<file path="config.mk">
export PLATFORM = sky130hd
export DESIGN_NAME = sr_latch_driver
export DESIGN_NICKNAME = d
export VERILOG_FILES = /design/src/rtl/sr_drv_pkg.sv /design/src/rtl/sr_pulse_timer.sv /design/src/rtl/sr_latch_driver.sv
export SDC_FILE = /design/constraint.sdc
export NUM_CORES = 1
export LEC_CHECK = 0
export ABC_AREA = 1
export CAP_MARGIN = 20
export CORE_MARGIN = 3
export CORE_UTILIZATION = 53
export CTS_CLUSTER_DIAMETER = 100
export DETAILED_ROUTE_END_ITERATION = 7
export GPL_TIMING_DRIVEN = 0
export PLACE_DENSITY = 0.89
export SLEW_MARGIN = 5
export SYNTH_ARGS = -nofsm -noshare
export SYNTH_HDL_FRONTEND = slang
export SYNTH_SLANG_ARGS = --single-unit
</file>
<file path="constraint.sdc">
create_clock -name clk -period 3.27 [get_ports clk]
set_input_delay 0.981 -clock clk [delete_from_list [all_inputs] [get_ports clk]]
set_output_delay 0.981 -clock clk [all_outputs]
set_load 0.02 [all_outputs]
</file>
<file path="src/rtl/sr_drv_pkg.sv">
// Shared types for the NAND SR latch driver: FSM states, err bit positions, timer width.
// Also provides the helper that turns a cycle count into a down-counter load value.
package sr_drv_pkg;

  typedef enum logic [1:0] {
    IDLE   = 2'd0,
    PULSE  = 2'd1,
    SETTLE = 2'd2,
    CHECK  = 2'd3
  } sr_state_e;

  localparam int ERR_CONFLICT = 0;
  localparam int ERR_READBACK = 1;
  localparam int TIMER_W      = 4;

  // The phase ends in the cycle the counter reads zero, so an N-cycle phase loads N-1.
  function automatic logic [TIMER_W-1:0] cycles_to_load(input int unsigned n);
    if (n == 0) begin
      return '0;
    end
    return TIMER_W'(n - 1);
  endfunction

endpackage

</file>
<file path="src/rtl/sr_pulse_timer.sv">
// 4-bit down-counter with synchronous load and zero flag; zero_o is a decode of the register.
// Load wins over decrement; decrement saturates at zero.
module sr_pulse_timer
  import sr_drv_pkg::*;
(
  input  logic               clk,
  input  logic               rst,
  input  logic               load_i,
  input  logic [TIMER_W-1:0] load_val_i,
  input  logic               dec_i,
  output logic               zero_o
);

  logic [TIMER_W-1:0] cnt_q;
  logic [TIMER_W-1:0] cnt_d;

  always_comb begin
    cnt_d = cnt_q;
    if (load_i) begin
      cnt_d = load_val_i;
    end else if (dec_i && (cnt_q != '0)) begin
      cnt_d = cnt_q - 1'b1;
    end
  end

  always_ff @(posedge clk) begin
    if (rst) begin
      cnt_q <= '0;
    end else begin
      cnt_q <= cnt_d;
    end
  end

  assign zero_o = (cnt_q == '0);

endmodule

</file>
<file path="src/rtl/sr_latch_driver.sv">
// Drives a NAND SR latch with timed S_n/R_n pulses; done arrives PULSE_CYCLES+SETTLE_CYCLES+1 after accept.
// Requests are taken only while req_ready (IDLE); SR_READBACK_EN adds a Q/Q_not readback check in CHECK.
module sr_latch_driver
  import sr_drv_pkg::*;
#(
  parameter int unsigned PULSE_CYCLES  = 2,
  parameter int unsigned SETTLE_CYCLES = 1
) (
  input  logic       clk,
  input  logic       rst,
  input  logic       set_req,
  input  logic       clr_req,
  output logic       req_ready,
  output logic       S_n,
  output logic       R_n,
  input  logic       Q_fb,
  input  logic       Q_not_fb,
  output logic       done,
  output logic [1:0] err,
  output logic       q_state
);

  localparam logic [TIMER_W-1:0] PULSE_LOAD  = cycles_to_load(PULSE_CYCLES);
  localparam logic [TIMER_W-1:0] SETTLE_LOAD = cycles_to_load(SETTLE_CYCLES);

  sr_state_e   state_q;
  logic        target_q;
  logic        s_n_q;
  logic        r_n_q;
  logic        done_q;
  logic [1:0]  err_q;
  logic        q_state_q;

  logic        idle;
  logic        accept_set;
  logic        accept_clr;
  logic        conflict;
  logic        readback_bad;

  logic               timer_load;
  logic [TIMER_W-1:0] timer_load_val;
  logic               timer_dec;
  logic               timer_zero;

  assign idle       = (state_q == IDLE);
  assign accept_set = idle && set_req && !clr_req;
  assign accept_clr = idle && clr_req && !set_req;
  assign conflict   = idle && set_req && clr_req;

`ifdef SR_READBACK_EN
  assign readback_bad = (Q_fb != target_q) || (Q_not_fb != ~target_q);
`else
  logic unused_readback;
  assign unused_readback = Q_fb ^ Q_not_fb;
  assign readback_bad    = 1'b0;
`endif

  // One timer serves both timed phases: loaded on accept for PULSE, reloaded on PULSE exit for SETTLE.
  always_comb begin
    timer_load     = 1'b0;
    timer_load_val = '0;
    timer_dec      = 1'b0;
    case (state_q)
      IDLE: begin
        if (accept_set || accept_clr) begin
          timer_load     = 1'b1;
          timer_load_val = PULSE_LOAD;
        end
      end
      PULSE: begin
        if (timer_zero) begin
          timer_load     = 1'b1;
          timer_load_val = SETTLE_LOAD;
        end else begin
          timer_dec = 1'b1;
        end
      end
      SETTLE: timer_dec = 1'b1;
      default: ;
    endcase
  end

  sr_pulse_timer u_timer (
    .clk        (clk),
    .rst        (rst),
    .load_i     (timer_load),
    .load_val_i (timer_load_val),
    .dec_i      (timer_dec),
    .zero_o     (timer_zero)
  );

  always_ff @(posedge clk) begin
    if (rst) begin
      state_q   <= IDLE;
      target_q  <= 1'b0;
      s_n_q     <= 1'b1;
      r_n_q     <= 1'b1;
      done_q    <= 1'b0;
      err_q     <= 2'b00;
      q_state_q <= 1'b0;
    end else begin
      done_q <= 1'b0;
      case (state_q)
        IDLE: begin
          if (conflict) begin
            err_q[ERR_CONFLICT] <= 1'b1;
          end else if (accept_set) begin
            target_q <= 1'b1;
            s_n_q    <= 1'b0;
            state_q  <= PULSE;
          end else if (accept_clr) begin
            target_q <= 1'b0;
            r_n_q    <= 1'b0;
            state_q  <= PULSE;
          end
        end
        PULSE: begin
          if (timer_zero) begin
            s_n_q   <= 1'b1;
            r_n_q   <= 1'b1;
            state_q <= SETTLE;
          end
        end
        SETTLE: begin
          if (timer_zero) begin
            done_q    <= 1'b1;
            q_state_q <= target_q;
            state_q   <= CHECK;
          end
        end
        CHECK: begin
          if (readback_bad) begin
            err_q[ERR_READBACK] <= 1'b1;
          end
          state_q <= IDLE;
        end
        default: state_q <= IDLE;
      endcase
    end
  end

  assign req_ready = idle;
  assign S_n       = s_n_q;
  assign R_n       = r_n_q;
  assign done      = done_q;
  assign err       = err_q;
  assign q_state   = q_state_q;

endmodule

</file>
== Word-level counts from Yosys, hierarchy flattened ==
Index checks and enable logic that the tools add are counted.
Storage, ports and cells
  register bits: 12
  input bits: 6
  output and inout bits: 7
Cells by class
  add/sub/neg operators: 1
  bitwise gates (word level): 2
  reduce and logical (&&, ||, !) cells: 22
  muxes and demuxes: 24
  equal/unequal tests: 10
Operators by type and width (count)
  1-bit two-way mux: 12
  2-bit two-way mux: 5
  4-bit two-way mux: 2
  2-bit != test (second input constant): 4
  1-bit case mux with 2 select lines: 4
  2-bit case mux with 4 select lines: 1
  4-bit AND reduction: 2
  1-bit logical AND: 6
  2-bit nonzero test: 3
  5-bit AND reduction: 1
  2-bit == test (second input constant): 2
  4-bit zero test: 1
  2-bit by 1-bit != test with 1-bit output (second input constant): 2
  2-bit AND reduction: 2
  4-bit nonzero test: 1
  4-bit by 1-bit subtractor with 4-bit output (second input constant): 1
  3-bit by 1-bit != test with 1-bit output (second input constant): 1
  3-bit AND reduction: 1
  2-bit by 1-bit == test with 1-bit output (second input constant): 1
  1-bit zero test: 2
  2-bit zero test: 1
  1-bit NOT: 2
  2-bit OR reduction: 1
  1-bit logical OR: 1

== Depth between registers and ports, before layout ==
Gate-level depths: netlist (run 1).
  depth in word-level cells: 7
  depth in mapped cells: 10
  depth with buffers taken out: 10

== Modules after synthesis ==
From an unflattened synthesis (run 1), not the netlist that was laid out.
Unflattened totals
  cells, all modules: 106
  area total of the unflattened synthesis: 720.7 µm²
By module, submodules not included
  sr_latch_driver: instances 1, area an instance 446.7 µm², sequential area each 160.2 µm², cells an instance 65
  sr_pulse_timer: instances 1, area an instance 274.0 µm², sequential area each 80.1 µm², cells an instance 41

== Worst setup path after synthesis (run 1) ==
Ideal clock, no wire load.
  path kind: reg-to-output
  start: register state_q[0]
  end: output port req_ready
  arrival: 0.671 ns
  cell stages (with the launch flop): 3
  path slack: 1.618 ns
  cells stage by stage: dfxtp_1 > inv_1 > ha_1
On the way
  longest elaborated chain between the ends: 1
RTL lines
  start: declaration: RTL line sr_latch_driver.sv:26  | sr_state_e state_q;
  start signal: assignment: RTL line sr_latch_driver.sv:94  | state_q <= IDLE;
  start signal: assignment: RTL line sr_latch_driver.sv:110  | state_q <= PULSE;
  start signal: assignment: RTL line sr_latch_driver.sv:114  | state_q <= PULSE;
  2-bit zero test: RTL line sr_latch_driver.sv:45  | assign idle = (state_q == IDLE);
  end: declaration: RTL line sr_latch_driver.sv:13  | output logic req_ready,
No other way between the ends.

== Worst setup path after layout (run 1) ==
Ends and elaborated chain as after synthesis.

==> results of run 1 <==
report_power, final:
group	internal (W)	switching (W)	leakage [nW]
clock network	0.0000426	0.0000459	0.0138
registers	0.000184	0.0000234	0.0983
logic	0.000149	0.000254	0.271
total	0.000375	0.000323	0.383
metal layers:
layer	vias up	routed length [um]	GRT usage (%)
met5	-	0	0
met4	0	8	4.97
met3	2	93	6.87
met2	26	654	28.1
met1	290	611	19.1
li1	339	-	-
synthesized netlist by cell type:
library cell | count | share of area [%]
a21oi_2 | 2 | 2.5
nor2_1 | 14 | 7.6
dfxtp_1 | 12 | 35
o21bai_1 | 1 | 1.1
o21ai_0 | 2 | 1.4
nand4_1 | 1 | 0.91
nand2_2 | 2 | 1.8
nor2_4 | 1 | 1.6
nand2_1 | 25 | 14
ha_1 | 6 | 11
conb_1 | 1 | 0.54
nor2_2 | 2 | 1.8
a31oi_1 | 1 | 0.91
or2_0 | 1 | 0.91
a21oi_1 | 7 | 5.1
buf_4 | 1 | 1.1
inv_1 | 14 | 7.6
nand3_1 | 8 | 5.8
cell families after synthesis:
family,Yosys count
DFF,12
other,1
and+or+nand+nor,54
AOI/OAI and AO/OA,13
adders and majority gates,6
buffers and inverters,15
path summary, 6_finish.rpt:
| kind | startpoint | endpoint | cells after the start |
|---|---|---|---|
| worst max-delay path | state_q[0] | req_ready | 3 |
| worst min-delay path | S_n | S_n | 2 |
| worst max register to register | state_q[0] | state_q[1] | 6 |
| worst min register to register | S_n | S_n | 2 |
per-stage QoR:
stage | util (%) | area [um2]
floorplan | - | 691
global placement | 68.2 | 798
detailed placement | 68.2 | 798
CTS | 70.1 | 821
global route | 70.1 | 821
finish | 70.1 | 821
critical path: cells and delay by family, from the launching register on:
family / cells / cell delay, ps
flip-flops: 1 / 390
adder cells (fa/ha/maj): 1 / 220
buffers and inverters: 2 / 640
state kept, by name (all words and copies together), names as in the netlist:
signal and cells:
err 1, R_n 1, state_q 2, q_state 1, S_n 1, done 1
target_q 1, u_timer.cnt_q 4
placed cells by master, fill, tap and decap left out, types with 2 or more instances in the layout:
cell type and n:
nand3_1 8, o21ai_0 2, dfxtp_1 12, nor2_1 14, nor2_2 2, clkdlybuf4s50_1 9
nand2_2 2, nand2_1 25, a21oi_2 2, a21oi_1 7, clkbuf_4 3, ha_1 6
inv_1 14
layout make-up:
class                      count  area share (%)
multi-input combinational     74            47.6
timing repair buffer           9            11.0
inverter                      14            6.40
sequential                    12            29.3
clock buffer                   3            2.74
tap                           14            2.13
buffer                         1           0.915
==> run metrics, run 1 <==
RSZ-0062 raised after global routing false; largest family of logic cells by synthesized area simple AND/OR/NAND/NOR gates; CTS H-tree lvls 1; worst hold path class flop to flop; die footprint 1770 um2; vias per cell 5.17; dpl cells 124; clock buffer depth 2; YS warnings 0; # hold bufs at CTS 0; Ant. Diodes 0; Syn-to-layout area delta 18.8%; Worst Skew 1.79 ps; Pwr Density 851 nW/um2; R2R Setup Slk 1740 ps; critical path required time 2290 ps; CP max stage delay 540 ps; CP Capture Type primary output; post-layout min period 2500 ps; number of global-route vias before repair 585; Worst-path clk slew 70 ps; Num CTS Buffers 3; FP Rows 12; Seq cells post-synth 12; element type at the critical path start flop; Initial Utilization 59.0%; total number of vias 657; share of layout cells above drive strength 1 9.73%; crit path cell chain inv_1, ha_1, clkdlybuf4s50_1; First-pass DRT Iterations 4; Seq/Total Area, Yosys 34.8%; Max FO, Critical Path 3; Die H 42.1 um; Syn Inst Count 101; DRT Wirelength 1370 um; worst setup path class flop to primary output; Layout Nets 127; Synth Area per Inst 6.84 um2; setup_tns 0 ps; worst vdd ir 0.602 mV; Synth Area in Compound Gates 11.1%; Post-route DRC 0; fin crit share 76.5%; synth unique cells 18; Power Total 0.000698 W; Non-Filler Instances 127; routed wire length per instance 10.8 um; top-level I/O count 13; P_leak 0.383 nW; Final setup viols 0; final hold vios 0; fill count 100; xor and xnor area share after synthesis 0%; cts repair resizes 0; Critical Path AT 1520 ps; Root Buffer clkbuf_4; adder-cell area share of the yosys netlist 10.9%; number of DRC markers in iteration 0 16; Final Slew Violations 0; final RePlAce weighted congestion 0.738; largest net degree at the start of global routing 10; post-DP HPWL 1060 um; antenna violations before repair 0; Max Clock Freq 0.400 GHz; Multi-input gate area 390 um2; Setup WS pre-CTS 1060 ps; Total GRT Usage 16.7%; hold_ws 463 ps; grt ovf 0; Slowest cell on crit path clkdlybuf4s50_1; number of port buffers 9; antenna viol nets, final 0; first-pass GRT wire length 2270 um; Syn Nets 113; DIE WIDTH 42.1 um; area share of and/or/nand/nor cells after synthesis 34.1%; core area 1170 um2; Post-CTS Setup Inserts 0; outcome complete, no violations; synthesized area 691 um2; post-synthesis mux area share 0%; clock tree sinks 12; FF+latch area 240 um2; CTS tree yes; Max Cap Viol 0; setup slack after layout 770 ps; Clk Latency, worst-skew pair 270 ps
Note: power is estimated with default switching activity, not from simulation.
==> run 2, diff against run 1 <==
Settings changed: CORE_UTILIZATION 53 to 49, PLACE_DENSITY 0.89 to 0.84.
Clock period 3.27 ns to 2.5 ns, I/O delays scaled along.
==> run metrics, run 2 (synthesis gave the netlist of run 1 again) <==
die footprint 1900 um2; first-pass GRT wire length 2200 um; Layout Nets 127; Worst-path clk slew 80 ps; Ant. Diodes 0; Initial Utilization 56.8%; element type at the critical path start flop; number of port buffers 9; Pwr Density 1130 nW/um2; Final Instance Area 835 um2; largest net degree at the start of global routing 10; core area 1220 um2; setup_tns 0 ps; post-layout min period 2240 ps; commonest non-fill, non-tap cells in the layout nand2_1, inv_1, nor2_1; First-pass DRT Iterations 4; Die H 43.5 um; antenna viol nets, final 0; Root Buffer clkbuf_4; Max Clock Freq 0.446 GHz; clock buffer depth 2; CP Capture Type primary output; vias per cell 4.98; outcome complete, no violations; DIE WIDTH 43.5 um; Largest Register u_timer.cnt_q; grt ovf 0; final hold vios 0; fin crit share 89.7%; CTS H-tree lvls 1; worst vdd ir 0.663 mV; CTS tree yes; Post-CTS Setup Inserts 0; Max Cap Viol 0; leading cell type in the layout, fill and taps excluded nand2_1; Power Total 0.000947 W; worst setup path class flop to primary output; number of DRC markers in iteration 0 15; Post-route DRC 0; biggest regs u_timer.cnt_q (4), state_q (2); R2R Setup Slk 1000 ps; max FFs per register 4; RSZ-0062 raised after global routing false; Worst Skew 0.483 ps; DRT Wirelength 1320 um; Total GRT Usage 15.2%; critical path required time 1750 ps; share of layout cells above drive strength 1 10.5%; FP Rows 12; Final setup viols 0; number of global-route vias before repair 546; antenna violations before repair 0; Num CTS Buffers 3; top-level I/O count 13; DP Area 798 um2; clock tree sinks 12; Max FO, Critical Path 3; Syn-to-layout area delta 20.8%; # hold bufs at CTS 0; routed wire length per instance 10.3 um; setup slack after layout 257 ps; post-DP HPWL 987 um; worst hold path class flop to flop; total number of vias 637; Setup WS pre-CTS 535 ps; Clk Latency, worst-skew pair 280 ps; Critical Path AT 1490 ps; P_leak 0.390 nW; final RePlAce weighted congestion 0.762; cts repair resizes 0; Final Slew Violations 0
[run 2: cell types whose count changed in the layout (fill, tap and decap cells not counted)]
cell,before,now
clkbuf_8,0,1
[run 2: power by group]
part	internal [W]	switching (W)	total, W
Sequential	0.000240	0.0000264	0.000266
Clock	0.0000886	0.0000701	0.000159
Combinational	0.000196	0.000326	0.000522
[run 2: layout make-up]
cell class | count | area [um2]
sequential | 12 | 240
tap | 14 | 17.5
timing repair buffer | 9 | 90.1
inverter | 14 | 52.6
buffer | 1 | 7.51
clock buffer | 4 | 36.3
multi-input combinational | 74 | 390
fill | 90 | 382
[run 2: worst paths after layout]
check	end	start	cells past startpoint
worst min-delay path	S_n	S_n	2
worst max register to register	u_timer.cnt_q[1]	state_q[0]	9
worst min register to register	S_n	S_n	2
worst max-delay path	req_ready	state_q[0]	3
[run 2: metrics by stage]
| step | utilization, % | hold slack [ps] | cells |
|---|---|---|---|
| finish | 68.6 | 452 | 128 |
| global route | 68.6 | 491 | 128 |
| CTS | 68.6 | 453 | 128 |
| detailed placement | 65.6 | 439 | 124 |
| global placement | 65.6 | 438 | 124 |
| floorplan | - | 435 | 101 |
[run 2: per-layer routing]
metal  GRT usage, %  vias up  part of all wire, %
met4           7.23        0                  2.4
met1           19.7      278                   49
met5              0        -                    0
li1               -      342                    -
met3           3.73        5                  3.6
met2           23.3       12                   45
[run 2: worst max-delay path: stages, from the launching register on]
cell,delay (ps)
dfxtp_1,330
inv_1,100
ha_1,170
clkdlybuf4s50_1,600
==> run 3, diff against run 2 <==
Settings changed: CORE_UTILIZATION 49 to 45, HOLD_SLACK_MARGIN set to 0.06, PLACE_DENSITY 0.84 to 0.79.
==> run metrics, run 3 (synthesis gave the netlist of run 1 again) <==
Syn-to-layout area delta 21.0%; top-level I/O count 13; setup_tns 0 ps; element type at the critical path start flop; worst setup path class flop to primary output; Final Slew Violations 0; Ant. Diodes 0; DRT Wirelength 1270 um; Critical Path AT 1490 ps; cts repair resizes 0; Max Clock Freq 0.447 GHz; first-pass GRT wire length 2280 um; fin util 61.2%; clock tree sinks 12; clock buffer depth 2; Clk Latency, worst-skew pair 270 ps; Non-Filler Instances 129; final RePlAce weighted congestion 0.719; grt ovf 0; commonest non-fill, non-tap cells in the layout nand2_1, inv_1, nor2_1; Layout Nets 127; antenna violations before repair 0; First-pass DRT Iterations 3; Total GRT Usage 14.8%; total number of vias 632; biggest regs u_timer.cnt_q (4), state_q (2); Worst Skew 3.09 ps; routed wire length per instance 9.82 um; Final Instance Area 836 um2; number of port buffers 9; fin crit share 89.5%; number of DRC markers in iteration 0 1; share of layout cells above drive strength 1 10.5%; CTS tree yes; Post-route DRC 0; Initial Utilization 50.5%; R2R Setup Slk 1020 ps; DP Area 800 um2; RSZ-0062 raised after global routing false; Post-CTS Setup Inserts 0; final hold vios 0; vias per cell 4.90; Max Cap Viol 0; FF+latch area 240 um2; die footprint 2040 um2; number of global-route vias before repair 604; setup slack after layout 263 ps; DIE WIDTH 45.2 um; critical path required time 1750 ps; Setup WS pre-CTS 530 ps; # hold bufs at CTS 0; dpl cells 125; Worst-path clk slew 70 ps; outcome complete, no violations; CP Capture Type primary output; Root Buffer clkbuf_4; Largest Register u_timer.cnt_q; Pwr Density 1120 nW/um2; worst hold path class flop to flop; max FFs per register 4; post-DP HPWL 1080 um; Final setup viols 0; post-layout min period 2240 ps; fill count 129; leading cell type in the layout, fill and taps excluded nand2_1; FP Rows 13; P_leak 0.390 nW; worst vdd ir 0.529 mV; Max FO, Critical Path 3; Num CTS Buffers 3; antenna viol nets, final 0; Die H 45.2 um; core area 1370 um2; Multi-input gate area 390 um2; largest net degree at the start of global routing 10; CTS H-tree lvls 1
## run 3: critical path: stages (launching register included)
cell             delay, ps
dfxtp_1                330
inv_1                  110
ha_1                   180
clkdlybuf4s50_1        600
## run 3: metal layers
layer | GRT usage (%) | part of all wire [%] | vias up
met1 | 16.6 | 45 | 281
met4 | 1.75 | 0.63 | 0
met3 | 5.98 | 4.5 | 2
li1 | - | - | 341
met2 | 26.8 | 50 | 8
met5 | 0 | 0 | -
## run 3: cell type report
type / instances / area share, %
plain buffers: 1 / 0.898
clock buffers: 4 / 4.34
inverters: 14 / 6.29
multi-input cells: 74 / 46.7
flip-flops and latches: 12 / 28.7
well taps: 15 / 2.25
repair buffers: 9 / 10.8
## run 3: path summary, 6_finish.rpt
| check | from | endpoint | cells past startpoint |
|---|---|---|---|
| max | state_q[0] | req_ready | 3 |
| min | S_n | S_n | 2 |
| max reg2reg | state_q[0] | u_timer.cnt_q[1] | 9 |
| min reg2reg | S_n | S_n | 2 |
## run 3: power by group
group	total (W)	internal [W]	leakage [nW]	switching (W)
clock network	0.000150	0.0000884	0.0210	0.0000618
registers	0.000269	0.000240	0.0983	0.0000288
logic	0.000517	0.000195	0.271	0.000322
## run 3: stage by stage
stage / power (W) / hold WS [ps]
2_1_floorplan: 0.000659 / 435
3_3_place_gp: 0.000775 / 437
3_5_place_dp: 0.000795 / 443
4_1_cts: 0.000946 / 454
5_1_grt: 0.00103 / 490
6_report: 0.000936 / 450
